==> config.mk <==
export PLATFORM = sky130hd
export DESIGN_NAME = alu_4b_operand_seq_flat
export DESIGN_NICKNAME = d
export VERILOG_FILES = /design/src/rtl/alu_4b_operand_seq_if.sv /design/src/rtl/alu_4b_operand_seq.sv /design/src/flat_wrapper.sv
export SDC_FILE = /design/constraint.sdc
export NUM_CORES = 1
export LEC_CHECK = 0
export CAP_MARGIN = 0
export CORE_MARGIN = 2
export CORE_UTILIZATION = 40
export DETAILED_ROUTE_END_ITERATION = 10
export GPL_ROUTABILITY_DRIVEN = 1
export PLACE_DENSITY = 0.73
export SLEW_MARGIN = 0
export SYNTH_ARGS = -nofsm -noshare
export SYNTH_HDL_FRONTEND = slang
export SYNTH_SLANG_ARGS = --single-unit
==> constraint.sdc <==
create_clock -name clk -period 1.65 [get_ports clk]
set_input_delay 0.33 -clock clk [delete_from_list [all_inputs] [get_ports clk]]
set_output_delay 0.33 -clock clk [all_outputs]
set_load 0.03 [all_outputs]
==> src/rtl/alu_4b_operand_seq_if.sv <==
// Bus between the operand sequencer, the switch/strobe front end and alu_4b.
// The slave modport is the sequencer's view; master is the surrounding board logic.
interface alu_4b_operand_seq_if #(
    parameter int W     = 4,
    parameter int CNT_W = 8
);
    logic [W-1:0]     data_in;
    logic             load;
    logic [W-1:0]     alu_result;
    logic [W-1:0]     alu_a;
    logic [W-1:0]     alu_b;
    logic [W-1:0]     alu_opcode;
    logic [W-1:0]     result_q;
    logic             valid;
    logic             err;
    logic [1:0]       state_o;
    logic [CNT_W-1:0] op_count;

    modport master (
        output data_in, load, alu_result,
        input  alu_a, alu_b, alu_opcode, result_q, valid, err, state_o, op_count
    );

    modport slave (
        input  data_in, load, alu_result,
        output alu_a, alu_b, alu_opcode, result_q, valid, err, state_o, op_count
    );
endinterface

==> src/rtl/alu_4b_operand_seq.sv <==
// Collects A, B and opcode from a shared switch bus, runs one execute cycle on alu_4b,
// latches the result and counts operations. Define ACC_CHAIN_EN for accumulator chaining.
module alu_4b_operand_seq #(
    parameter int W     = 4,
    parameter int CNT_W = 8
) (
    input  logic                 clk,
    input  logic                 rst,
    alu_4b_operand_seq_if.slave  bus
);

    typedef enum logic [1:0] {
        S_A    = 2'b00,
        S_B    = 2'b01,
        S_OP   = 2'b10,
        S_EXEC = 2'b11
    } state_t;

    state_t           state, state_nx;
    logic [W-1:0]     a_q, a_nx;
    logic [W-1:0]     b_q, b_nx;
    logic [W-1:0]     op_q, op_nx;
    logic [W-1:0]     res_q, res_nx;
    logic             valid_q, valid_nx;
    logic             err_q, err_nx;
    logic [CNT_W-1:0] cnt_q, cnt_nx;
    logic             op_legal;

    always_comb begin
        op_legal = 1'b0;
        case (op_q)
            4'b0001, 4'b0010, 4'b0011,
            4'b0101, 4'b0110,
            4'b1001, 4'b1010,
            4'b1101, 4'b1110: op_legal = 1'b1;
            default:          op_legal = 1'b0;
        endcase
    end

    always_ff @(posedge clk) begin
        if (rst) begin
            state   <= S_A;
            a_q     <= '0;
            b_q     <= '0;
            op_q    <= '0;
            res_q   <= '0;
            valid_q <= 1'b0;
            err_q   <= 1'b0;
            cnt_q   <= '0;
        end else begin
            state   <= state_nx;
            a_q     <= a_nx;
            b_q     <= b_nx;
            op_q    <= op_nx;
            res_q   <= res_nx;
            valid_q <= valid_nx;
            err_q   <= err_nx;
            cnt_q   <= cnt_nx;
        end
    end

    // Everything holds unless the current state consumes a load or finishes the execute cycle.
    always_comb begin
        state_nx = state;
        a_nx     = a_q;
        b_nx     = b_q;
        op_nx    = op_q;
        res_nx   = res_q;
        valid_nx = valid_q;
        err_nx   = err_q;
        cnt_nx   = cnt_q;
        case (state)
            S_A: begin
                if (bus.load) begin
`ifdef ACC_CHAIN_EN
                    if (valid_q && !err_q) begin
                        a_nx     = res_q;
                        b_nx     = bus.data_in;
                        valid_nx = 1'b0;
                        state_nx = S_OP;
                    end else begin
                        a_nx     = bus.data_in;
                        valid_nx = 1'b0;
                        err_nx   = 1'b0;
                        state_nx = S_B;
                    end
`else
                    a_nx     = bus.data_in;
                    valid_nx = 1'b0;
                    err_nx   = 1'b0;
                    state_nx = S_B;
`endif
                end
            end
            S_B: begin
                if (bus.load) begin
                    b_nx     = bus.data_in;
                    state_nx = S_OP;
                end
            end
            S_OP: begin
                if (bus.load) begin
                    op_nx    = bus.data_in;
                    state_nx = S_EXEC;
                end
            end
            S_EXEC: begin
                res_nx   = op_legal ? bus.alu_result : '0;
                err_nx   = !op_legal;
                valid_nx = 1'b1;
                cnt_nx   = cnt_q + CNT_W'(1);
                state_nx = S_A;
            end
            default: state_nx = S_A;
        endcase
    end

    assign bus.alu_a      = a_q;
    assign bus.alu_b      = b_q;
    assign bus.alu_opcode = op_q;
    assign bus.result_q   = res_q;
    assign bus.valid      = valid_q;
    assign bus.err        = err_q;
    assign bus.state_o    = state;
    assign bus.op_count   = cnt_q;

endmodule

==> src/flat_wrapper.sv <==
// flat-port wrapper written by rule: the top's interface ports become plain ports
module alu_4b_operand_seq_flat 
#(
    parameter int W     = 4,
    parameter int CNT_W = 8
)
  (clk, rst, bus_data_in, bus_load, bus_alu_result, bus_alu_a, bus_alu_b, bus_alu_opcode, bus_result_q, bus_valid, bus_err, bus_state_o, bus_op_count);
  alu_4b_operand_seq_if #(.W(W), .CNT_W(CNT_W)) bus_i ();
  input  logic clk;
  input  logic rst;
  input wire logic [$bits(bus_i.data_in)-1:0] bus_data_in;
  input wire logic [$bits(bus_i.load)-1:0] bus_load;
  input wire logic [$bits(bus_i.alu_result)-1:0] bus_alu_result;
  output wire logic [$bits(bus_i.alu_a)-1:0] bus_alu_a;
  output wire logic [$bits(bus_i.alu_b)-1:0] bus_alu_b;
  output wire logic [$bits(bus_i.alu_opcode)-1:0] bus_alu_opcode;
  output wire logic [$bits(bus_i.result_q)-1:0] bus_result_q;
  output wire logic [$bits(bus_i.valid)-1:0] bus_valid;
  output wire logic [$bits(bus_i.err)-1:0] bus_err;
  output wire logic [$bits(bus_i.state_o)-1:0] bus_state_o;
  output wire logic [$bits(bus_i.op_count)-1:0] bus_op_count;
  assign bus_i.data_in = bus_data_in;
  assign bus_i.load = bus_load;
  assign bus_i.alu_result = bus_alu_result;
  assign bus_alu_a = bus_i.alu_a;
  assign bus_alu_b = bus_i.alu_b;
  assign bus_alu_opcode = bus_i.alu_opcode;
  assign bus_result_q = bus_i.result_q;
  assign bus_valid = bus_i.valid;
  assign bus_err = bus_i.err;
  assign bus_state_o = bus_i.state_o;
  assign bus_op_count = bus_i.op_count;
  alu_4b_operand_seq #(.W(W), .CNT_W(CNT_W)) u_core (.clk(clk), .rst(rst), .bus(bus_i));
endmodule
==> results by group, run 1 <==
Drt
  – Average routed wire per standard cell: roughly 13 um
  – Routed vias: 1160
  – 1st-iter DRT viols: 26
  – Antenna viol nets, final: 0
  – Drt via density: 5.16
  – # DRC: 0
  – Total routed wirelength: 2870 um
  – Drt pass-1 iters: 4

Clocking
  – Clk buf depth: 2
  – Clk root buf: clkbuf_4
  – H-tree depth: 2
  – Hold_buf cts: 0
  – CTS tree: yes
  – Clock Sinks: 29
  – Num CTS Buffers: 5
  – Skew-Pair Late Insertion Delay: 0.32 ns
  – Clk pin slew, worst setup/hold paths: 0.09 ns

Synthesis
  – Top FF cell, synth: dfxtp_1
  – Synth top cells by count: dfxtp_1 (29), a21oi_1 (19), nand3_1 (16)
  – Synthesized cell area: 1220 um^2
  – Yosys top cell area share: between 40 and 50%
  – Most frequent cell after synthesis: dfxtp_1
  – Synth Area in Simple Gates: 22.3%
  – Sequential area share after synthesis: between 40% and 50%
  – Synth warnings: 0
  – Post-synthesis mux area share: 4.09%
  – Post-synth ARST share: 0%
  – Post-synth EDFFs: 0
  – Area leader, netlist: dfxtp_1
  – Synthesized area per cell: 8.68 um^2
  – Synth Area in Compound Gates: 12.9%
  – Yosys reg bits: 29
  – Number of distinct library cells after synthesis: 26
  – Post-Syn Nets: 158
  – Largest family of logic cells by synthesized area: simple AND/OR/NAND/NOR gates
  – Top post-synthesis cells by area: dfxtp_1 (47%), a21oi_1 (7.8%), nand3_1 (6.5%)
  – Xor and xnor area share after synthesis: 2.86%
  – Mapped Cells: 141
  – Adder-cell share of the synthesized area: 6.13%

Timing
  – Final period util: just over 90%
  – Tightest Pin Transition: 0.325 ns
  – Max_slew headroom: about four fifths
  – Fmax: 0.651 GHz
  – Fin. max-slew vios: 0
  – Post-route clock skew: 0.00684 ns
  – Final WS setup: around 0.11 ns
  – Unrepaired setup endpoints after global routing: false
  – Endpoints failing setup: 0
  – Hold WS: between 0.4 and 0.5 ns
  – Crit path time final: 1.54 ns
  – Hold Vio Cnt, Final: 0

Global routing
  – Largest net degree at the start of global routing: 20
  – First-pass GRT wire length: about 4600 um
  – Total gr overflow: 0
  – Initial antenna violation count: 0
  – GRT Total Usage: 17.8%
  – Vias in the first global route: 1071

Worst setup path
  – CP dominant cell by count: mux2i_1
  – Worst EP required: 1.86 ns
  – Crit-path max FO: 4
  – CP cell instances: inv_4 -> ha_4 -> nand2_2 -> mux2i_1 -> or2_1 -> ha_1 -> inv_1 -> mux2i_1
  – CP Class: reg -> reg
  – CP top delay family: adder cells
  – Worst Path Buf+Inv: 2
  – Arrival @ worst endpoint: 1.74 ns
  – CP startpoint kind: flip-flop
  – Critical Path Max Stage Delay: roughly 0.37 ns
  – Worst setup EP type: flip-flop
  – Worst path slowest cell: dfxtp_4

Floorplan
  – Total core area: 2980 um^2
  – Initial Utilization: between 40% and 50%
  – Die area: 3520 um^2
  – Die Wd: 59.3 um
  – Row count: 20
  – Boundary pin count: 39
  – DIE HEIGHT: 59.3 um

Run status
  – Status: completed

Placement
  – Pre-CTS WS: -0.182 ns
  – Final GP Congestion: 0.782
  – Detail Placement HPWL: 2130 um
  – Port Buffers: 38

Final layout
  – Filler cells: 282
  – Layout area overhead: 44.3%
  – # diodes: 0
  – Final Core Density: between 50% and 60%
  – Nets@finish: roughly 210
  – Share of cells above drive strength 1: 14.6%

Flow run
  – Max-Cap Viols: 0

Pwr
  – Final Power: between 1500 and 2000 uW
  – Peak VDD IR: about 360 uV
  – Pleak: 0.000794 uW
  – PD cells: 896 nW/um^2

Worst hold path
  – Hold/Removal Path Class: reg -> reg
-- cell usage in the layout, fill, tap and decap left out, types with 2 or more instances in the layout --
cell              n
nand2_1          14
inv_1             4
clkdlybuf4s50_1  10
clkbuf_4          5
buf_4            12
nand2b_1          5
dlygate4sd2_1    28
o21ai_0           3
a211oi_1          3
xor2_1            3
nand3_1          16
a21oi_1          19
mux2i_1           5
dfxtp_1          27
nor3_1            2
or2_1             2
ha_1              4
nor2_1           10
clkbuf_8          2
or3_1             3
-- path summary, 6_finish.rpt --
| check | start | end | slack (ns) | cells after the start |
|---|---|---|---|---|
| min reg2reg | u_core.bus.alu_b[2]$_SDFFE_PP0P_ | u_core.bus.alu_b[2]$_SDFFE_PP0P_ | 0.45 | 2 |
| max | u_core.bus.state_o[0]$_SDFFE_PP0P_ | u_core.op_legal$_DFF_P_ | 0.11 | 8 |
| max reg2reg | u_core.bus.state_o[0]$_SDFFE_PP0P_ | u_core.op_legal$_DFF_P_ | 0.11 | 8 |
| min | u_core.bus.alu_b[2]$_SDFFE_PP0P_ | u_core.bus.alu_b[2]$_SDFFE_PP0P_ | 0.45 | 2 |
-- kinds of logic (layout without fill, tap and decap cells) --
| family | after synthesis | after routing |
|---|---|---|
| buffers and inverters | 13 | 64 |
| multiplexers | 5 | 5 |
| adder cells (fa/ha/maj) | 6 | 6 |
| flip-flops | 29 | 29 |
| AND/OR/NAND/NOR | 56 | 56 |
| XOR/XNOR | 4 | 4 |
| AO/OA/AOI/OAI | 28 | 28 |
-- metal layers --
metal,vias up,wire length [um],GRT usage (%)
met5,-,0,0
met4,0,12,4.87
met3,2,232,8.08
met2,36,1370,30.0
met1,537,1260,20.1
li1,585,-,-
-- worst register-to-register path, cell delays in order, from the launching register on --
cell	delay (ns)
dfxtp_4	0.37
inv_4	0.07
ha_4	0.14
nand2_2	0.08
mux2i_1	0.13
or2_1	0.22
ha_1	0.30
inv_1	0.06
mux2i_1	0.06
-- flip-flops by register name, indices dropped and copies added, names as in the netlist --
signal and cells:
u_core.bus.op_count 8, u_core.bus.alu_a 4, u_core.bus.alu_b 4, u_core.bus.alu_opcode 4, u_core.bus.result_q 4, u_core.bus.state_o 2
u_core.bus.err 1, u_core.bus.valid 1, u_core.op_legal 1
-- metrics by stage --
step                setup TNS [ns]  std cells  instance area [um^2]
floorplan                        0        141                  1240
global placement            -0.129        217                  1720
detailed placement          -0.182        217                  1720
CTS                              0        225                  1760
global route                     0        225                  1770
finish                           0        225                  1770
-- what timing repair did --
action / CTS / global route
resized for setup: 29 / 3
gates cloned: 0 / 0
setup buffers: 0 / 0
setup endpoints to repair: 29 / 2
-- report_power, final --
part / leakage [uW] / internal [uW] / switching [uW]
sequential: 0.000236 / 733 / 26.1
clock: 0.0000413 / 247 / 248
combinational: 0.000517 / 136 / 192
total: 0.000794 / 1120 / 466
-- layout make-up --
class,instances,area (um^2),area share (%)
tap,33,41.3,2.34
inverter,6,25.0,1.42
clock inverter,1,5.00,0.283
multi-input combinational,99,608,34.4
timing repair buffer,50,435,24.7
clock buffer,7,65.1,3.69
sequential,29,586,33.2
Power figures use the tool's default switching activity.
==> inputs of run 2 (changes only) <==
GPL_TIMING_DRIVEN = 0   (was not set)
==> run 2 against run 1 <==
Net effect:
- via count down 0.60%
- sequential cell count unchanged
- sequential power about the same
- register-to-register slack about the same
- hold slack better by 0.0065 ns
- sequential share of layout area up 1.3 points
- count of clock-buffer cells in the layout down 2
- critical path type unchanged
==> results by group, run 2 (synthesis gave the netlist of run 1 again) <==
Worst setup path
  – R2R setup slack: 0.11 ns (about the same)
  – Worst EP required: 1.86 ns (about the same)
  – RR Startpoint: u_core.bus.state_o[0]$_SDFFE_PP0P_
  – Crit-path max FO: 7 (+3)
  – CP cell instances: inv_4 -> ha_4 -> nand2_4 -> mux2i_1 -> or2_1 -> ha_1 -> inv_1 -> mux2i_1
  – Critical Path Max Stage Delay: 0.37 ns (about the same)
  – Beginning of the critical path: u_core.bus.state_o[0]$_SDFFE_PP0P_
  – Arrival @ worst endpoint: 1.75 ns (about the same)
  – Worst setup EP type: flip-flop
  – CP dominant cell by count: mux2i_1
  – CP startpoint kind: flip-flop
  – CP Class: reg -> reg
  – Worst path slowest cell: dfxtp_4

Timing
  – Setup TNS: 0 ns (unchanged)
  – Post-route clock skew: 0.0149 ns (+0.00802 ns)
  – Tightest Pin Transition: 0.442 ns (+0.116 ns)
  – Endpoints failing setup: 0 (unchanged)
  – Hold WS: 0.457 ns (+0.00651 ns)
  – Crit path time final: 1.54 ns (-0.000173 ns)
  – Max_slew headroom: 70.6% (-7.8 points)
  – Fin. max-slew vios: 0 (unchanged)
  – Final period util: 93.1% (about the same)
  – Final WS setup: 0.115 ns (+0.000173 ns)
  – Unrepaired setup endpoints after global routing: false
  – Fmax: 0.651 GHz (about the same)
  – Hold Vio Cnt, Final: 0 (unchanged)

Flow run
  – Max-Cap Viols: 0 (unchanged)

Floorplan
  – DIE HEIGHT: 59.3 um (unchanged)
  – Boundary pin count: 39 (unchanged)
  – Total core area: 2980 um^2 (unchanged)
  – Row count: 20 (unchanged)
  – Initial Utilization: 41.1% (unchanged)
  – Die Wd: 59.3 um (unchanged)
  – Die area: 3520 um^2 (unchanged)

Clocking
  – CTS tree: yes
  – Clk root buf: clkbuf_4
  – Clk buf depth: 2 (unchanged)
  – Skew-Pair Late Insertion Delay: 0.33 ns (about the same)
  – Clk pin slew, worst setup/hold paths: 0.10 ns (about the same)
  – Num CTS Buffers: 5 (unchanged)
  – Clock Sinks: 29 (unchanged)
  – H-tree depth: 2 (unchanged)

Final layout
  – Fin cells: 221 (-1.8%)
  – Final Core Density: 57.1% (-2.2 points)
  – Max FFs per register: 8 (unchanged)
  – Nets@finish: 204 (-1.9%)
  – Multi-input logic area: 611 um^2 (+0.41%)
  – Filler cells: 282 (unchanged)
  – Most common cell after layout, fill and taps aside: dlygate4sd2_1
  – Layout area overhead: 38.9%
  – # diodes: 0 (unchanged)
  – Share of cells above drive strength 1: 10.1% (-4.5 points)
  – Register area: 586 um^2 (unchanged)
  – Commonest cells after routing, fill and taps aside: dlygate4sd2_1 (28), dfxtp_1 (27), a21oi_1 (19), nand3_1 (16), nand2_1 (14)

Drt
  – Routed vias: 1153 (-0.60%)
  – 1st-iter DRT viols: 31 (+19%)
  – Antenna viol nets, final: 0 (unchanged)
  – Drt via density: 5.22 (+1.2%)
  – Total routed wirelength: 2840 um (-1.2%)
  – Average routed wire per standard cell: 12.8 um (+0.57%)
  – # DRC: 0 (unchanged)
  – Drt pass-1 iters: 4 (unchanged)

Placement
  – Post-Place Cells: 212 (-2.3%)
  – Pre-CTS WS: -0.213 ns (-0.0310 ns)
  – Port Buffers: 38 (unchanged)
  – Detail Placement HPWL: 2140 um (about the same)
  – Final GP Congestion: 0.750 (-4.1%)

Global routing
  – Largest net degree at the start of global routing: 11 (-45%)
  – Initial antenna violation count: 0 (unchanged)
  – GRT Total Usage: 17.2% (-0.60 points)
  – Total gr overflow: 0 (unchanged)
  – Vias in the first global route: 1030 (-3.8%)
  – First-pass GRT wire length: 4510 um (-2.8%)

Pwr
  – PD cells: 873 nW/um^2 (-2.5%)
  – Pleak: 0.000763 uW (-3.9%)
  – Peak VDD IR: 419 uV (+18%)

Worst hold path
  – Hold Crit Start: u_core.bus.alu_b[1]$_SDFFE_PP0P_
  – Hold/Removal Path Class: reg -> reg

Run status
  – Status: completed
-- run 2: power breakdown --
group	internal [uW]	switching [uW]
Clock	162	255
Combinational	119	189
Sequential	733	25.7
Total	1010	470
-- run 2: what timing repair did --
action,CTS,global route
setup endpoints to repair,29,1
buffers inserted,0,1
resized for setup,30,2
hold buffers,0,0
endpoints found under the hold margin,0,0
-- run 2: through the flow --
step                      area [um^2]  power (uW)
final                            1700        1480
after global placement           1660        1080
after CTS                        1680        1490
after detailed placement         1660        1090
after global routing             1700        1570
after floorplan                  1240         972
-- run 2: critical path: cells and delay by family, from the launching register on --
family,cells,cell delay (ns)
flip-flops,1,0.37
buffers and inverters,2,0.12
multiplexers,2,0.19
AND/OR/NAND/NOR,2,0.30
adder cells (fa/ha/maj),2,0.47
-- run 2: path summary, 6_finish.rpt --
| path | to | cells past startpoint |
|---|---|---|
| max | u_core.op_legal$_DFF_P_ | 8 |
| min | u_core.bus.alu_b[1]$_SDFFE_PP0P_ | 2 |
| max reg2reg | u_core.op_legal$_DFF_P_ | 8 |
| min reg2reg | u_core.bus.alu_b[1]$_SDFFE_PP0P_ | 2 |
-- run 2: layout make-up --
class,instances,area share [%]
Timing Repair Buffer,39,20.8
Tap cell,33,2.43
Clock buffer,5,2.21
Clock inverter,3,0.957
Inverter,6,1.47
Buffer,7,1.77
Multi-Input combinational cell,99,35.9
Sequential cell,29,34.5
-- run 2: routing by layer --
metal | GRT usage, % | vias to the layer above | wire length (um)
met5 | 0 | - | 0
met4 | 3.90 | 0 | 23
met3 | 7.21 | 3 | 234
met2 | 29.8 | 44 | 1360
met1 | 19.4 | 527 | 1220
li1 | - | 579 | -
==> inputs of run 3 (changes only) <==
SETUP_SLACK_MARGIN = 0.02   (was not set)
==> run 3 against run 2 <==
Net effect:
- combinational power is essentially flat
- critical path depth is the same
- design area shrank 0.29%
- count of clock-buffer cells in the layout is the same
- sequential power is essentially flat
- sequential cell count is the same
- non-clock buffer count is the same
- utilization shrank 0.17 points
- via count is the same
- die area is the same
- setup slack lost 0.027 ns
- largest cell class unchanged
- highest routed layer unchanged
==> results by group, run 3 (synthesis gave the netlist of run 1 again) <==
Run status
  – Status: completed

Worst setup path
  – CP cell instances: inv_2 -> ha_4 -> nand2_2 -> mux2i_1 -> or2_1 -> ha_1 -> inv_1 -> mux2i_1
  – Worst path slowest cell: dfxtp_4
  – RR Startpoint: u_core.bus.state_o[0]$_SDFFE_PP0P_
  – Beginning of the critical path: u_core.bus.state_o[0]$_SDFFE_PP0P_
  – Crit-path max FO: 4 (-3)
  – CP startpoint kind: flip-flop
  – CP dominant cell by count: mux2i_1
  – Worst setup EP type: flip-flop
  – Arrival @ worst endpoint: 1.78 ns (+0.03 ns)
  – CP Class: reg -> reg
  – Worst EP required: 1.87 ns (about the same)
  – Worst Path Buf+Inv: 2 (unchanged)
  – Critical Path Max Stage Delay: 0.36 ns (about the same)
  – CP top delay family: adder cells

Clocking
  – H-tree depth: 2 (unchanged)
  – Clk pin slew, worst setup/hold paths: 0.10 ns (about the same)
  – CTS tree: yes
  – Skew-Pair Late Insertion Delay: 0.33 ns (about the same)
  – Num CTS Buffers: 5 (unchanged)
  – Clk buf depth: 2 (unchanged)
  – Hold_buf cts: 0 (unchanged)
  – Clock Sinks: 29 (unchanged)
  – Clk root buf: clkbuf_4

Global routing
  – Total gr overflow: 0 (unchanged)
  – Largest net degree at the start of global routing: 11 (unchanged)
  – First-pass GRT wire length: 4720 um (+4.8%)
  – Vias in the first global route: 1118 (+8.5%)
  – GRT Total Usage: 17.9% (+0.74 points)
  – Initial antenna violation count: 0 (unchanged)

Drt
  – Routed vias: 1153 (unchanged)
  – Antenna viol nets, final: 0 (unchanged)
  – # DRC: 0 (unchanged)
  – Total routed wirelength: 2900 um (+2.3%)
  – 1st-iter DRT viols: 47 (+52%)
  – Average routed wire per standard cell: 13.1 um (+2.3%)
  – Drt pass-1 iters: 4 (unchanged)
  – Drt via density: 5.22 (unchanged)

Placement
  – Port Buffers: 38 (unchanged)
  – Pre-CTS WS: -0.215 ns (-0.00132 ns)
  – Final GP Congestion: 0.715 (-4.7%)
  – Detail Placement HPWL: 2200 um (+3.0%)

Pwr
  – PD cells: 877 nW/um^2 (+0.45%)
  – Pleak: 0.000752 uW (-1.4%)
  – Peak VDD IR: 403 uV (-3.7%)

Floorplan
  – DIE HEIGHT: 59.3 um (unchanged)
  – Boundary pin count: 39 (unchanged)
  – Die Wd: 59.3 um (unchanged)
  – Row count: 20 (unchanged)
  – Initial Utilization: 41.1% (unchanged)
  – Total core area: 2980 um^2 (unchanged)
  – Die area: 3520 um^2 (unchanged)

Final layout
  – Layout area overhead: 38.4%
  – Share of cells above drive strength 1: 10.6% (+0.53 points)
  – Max FFs per register: 8 (unchanged)
  – Commonest cells after routing, fill and taps aside: dlygate4sd2_1 (28), dfxtp_1 (27), a21oi_1 (19), nand3_1 (16), nand2_1 (14)
  – # diodes: 0 (unchanged)
  – Nets@finish: 204 (unchanged)
  – Most common cell after layout, fill and taps aside: dlygate4sd2_1

Timing
  – Endpoints failing setup: 0 (unchanged)
  – Fmax: 0.640 GHz (-1.7%)
  – Crit path time final: 1.56 ns (+0.0266 ns)
  – Hold Vio Cnt, Final: 0 (unchanged)
  – Fin. max-slew vios: 0 (unchanged)
  – Tightest Pin Transition: 0.458 ns (+0.0161 ns)
  – Post-route clock skew: 0.00906 ns (-0.00580 ns)
  – Hold WS: 0.455 ns (-0.00118 ns)
  – Final WS setup: 0.0880 ns (-0.0266 ns)
  – Unrepaired setup endpoints after global routing: true
  – Final period util: 94.7% (+1.6 points)
  – Max_slew headroom: 69.5% (-1.1 points)

Worst hold path
  – Hold/Removal Path Class: reg -> reg
  – Hold Crit Start: u_core.bus.alu_b[2]$_SDFFE_PP0P_

Flow run
  – Max-Cap Viols: 0 (unchanged)
run 3: layout make-up:
cell class | count | area (um^2)
clock buffer | 5 | 37.5
clock inverter | 3 | 16.3
inverter | 6 | 22.5
fill | 293 | 1280
multi-input combinational | 99 | 608
timing repair buffer | 39 | 353
buffer | 7 | 30.0
sequential | 29 | 586
tap | 33 | 41.3
run 3: layer usage:
metal | GRT usage [%] | up-vias | share of wire (%)
met5 | 0 | - | 0
met4 | 4.87 | 0 | 1.5
met3 | 6.99 | 7 | 8.6
met2 | 31.6 | 45 | 48
met1 | 19.9 | 521 | 42
li1 | - | 580 | -
run 3: final timing paths:
kind	cells past startpoint	slack, ns	end
min	2	0.46	u_core.bus.alu_b[2]$_SDFFE_PP0P_
max reg2reg	8	0.09	u_core.op_legal$_DFF_P_
min reg2reg	2	0.46	u_core.bus.alu_b[2]$_SDFFE_PP0P_
max	8	0.09	u_core.op_legal$_DFF_P_
run 3: worst reg2reg max path, delay by kind of cell, from the launching register on:
family / cells / cell delay [ns]
adder cells (fa/ha/maj): 2 / 0.44
flip-flops: 1 / 0.36
AND/OR/NAND/NOR: 2 / 0.31
multiplexers: 2 / 0.21
buffers and inverters: 2 / 0.14
run 3: report_power, final:
part | switching [uW] | leakage, uW | internal, uW | total (uW)
Combinational | 189 | 0.000481 | 117 | 306
Clock | 261 | 0.0000353 | 162 | 423
Sequential | 24.5 | 0.000236 | 733 | 758
Total | 475 | 0.000752 | 1010 | 1490
run 3: repair_timing:
| item | in CTS | in global routing |
|---|---|---|
| resized for setup | 29 | 1 |
| endpoints found under the hold margin | 0 | 0 |
| pin swaps | 0 | 0 |
| buffers inserted | 0 | 1 |
| setup endpoints to repair | 29 | 2 |
run 3: stage by stage:
step                area (um^2)  power, uW  utilization, %  instances  setup TNS, ns
finish                     1690       1490            56.9        221              0
global route               1690       1560            56.9        221              0
CTS                        1680       1500            56.6        220              0
detailed placement         1660       1100            55.8        212         -0.552
global placement           1660       1080            55.8        212         -0.343
floorplan                  1240        972               -        141              0
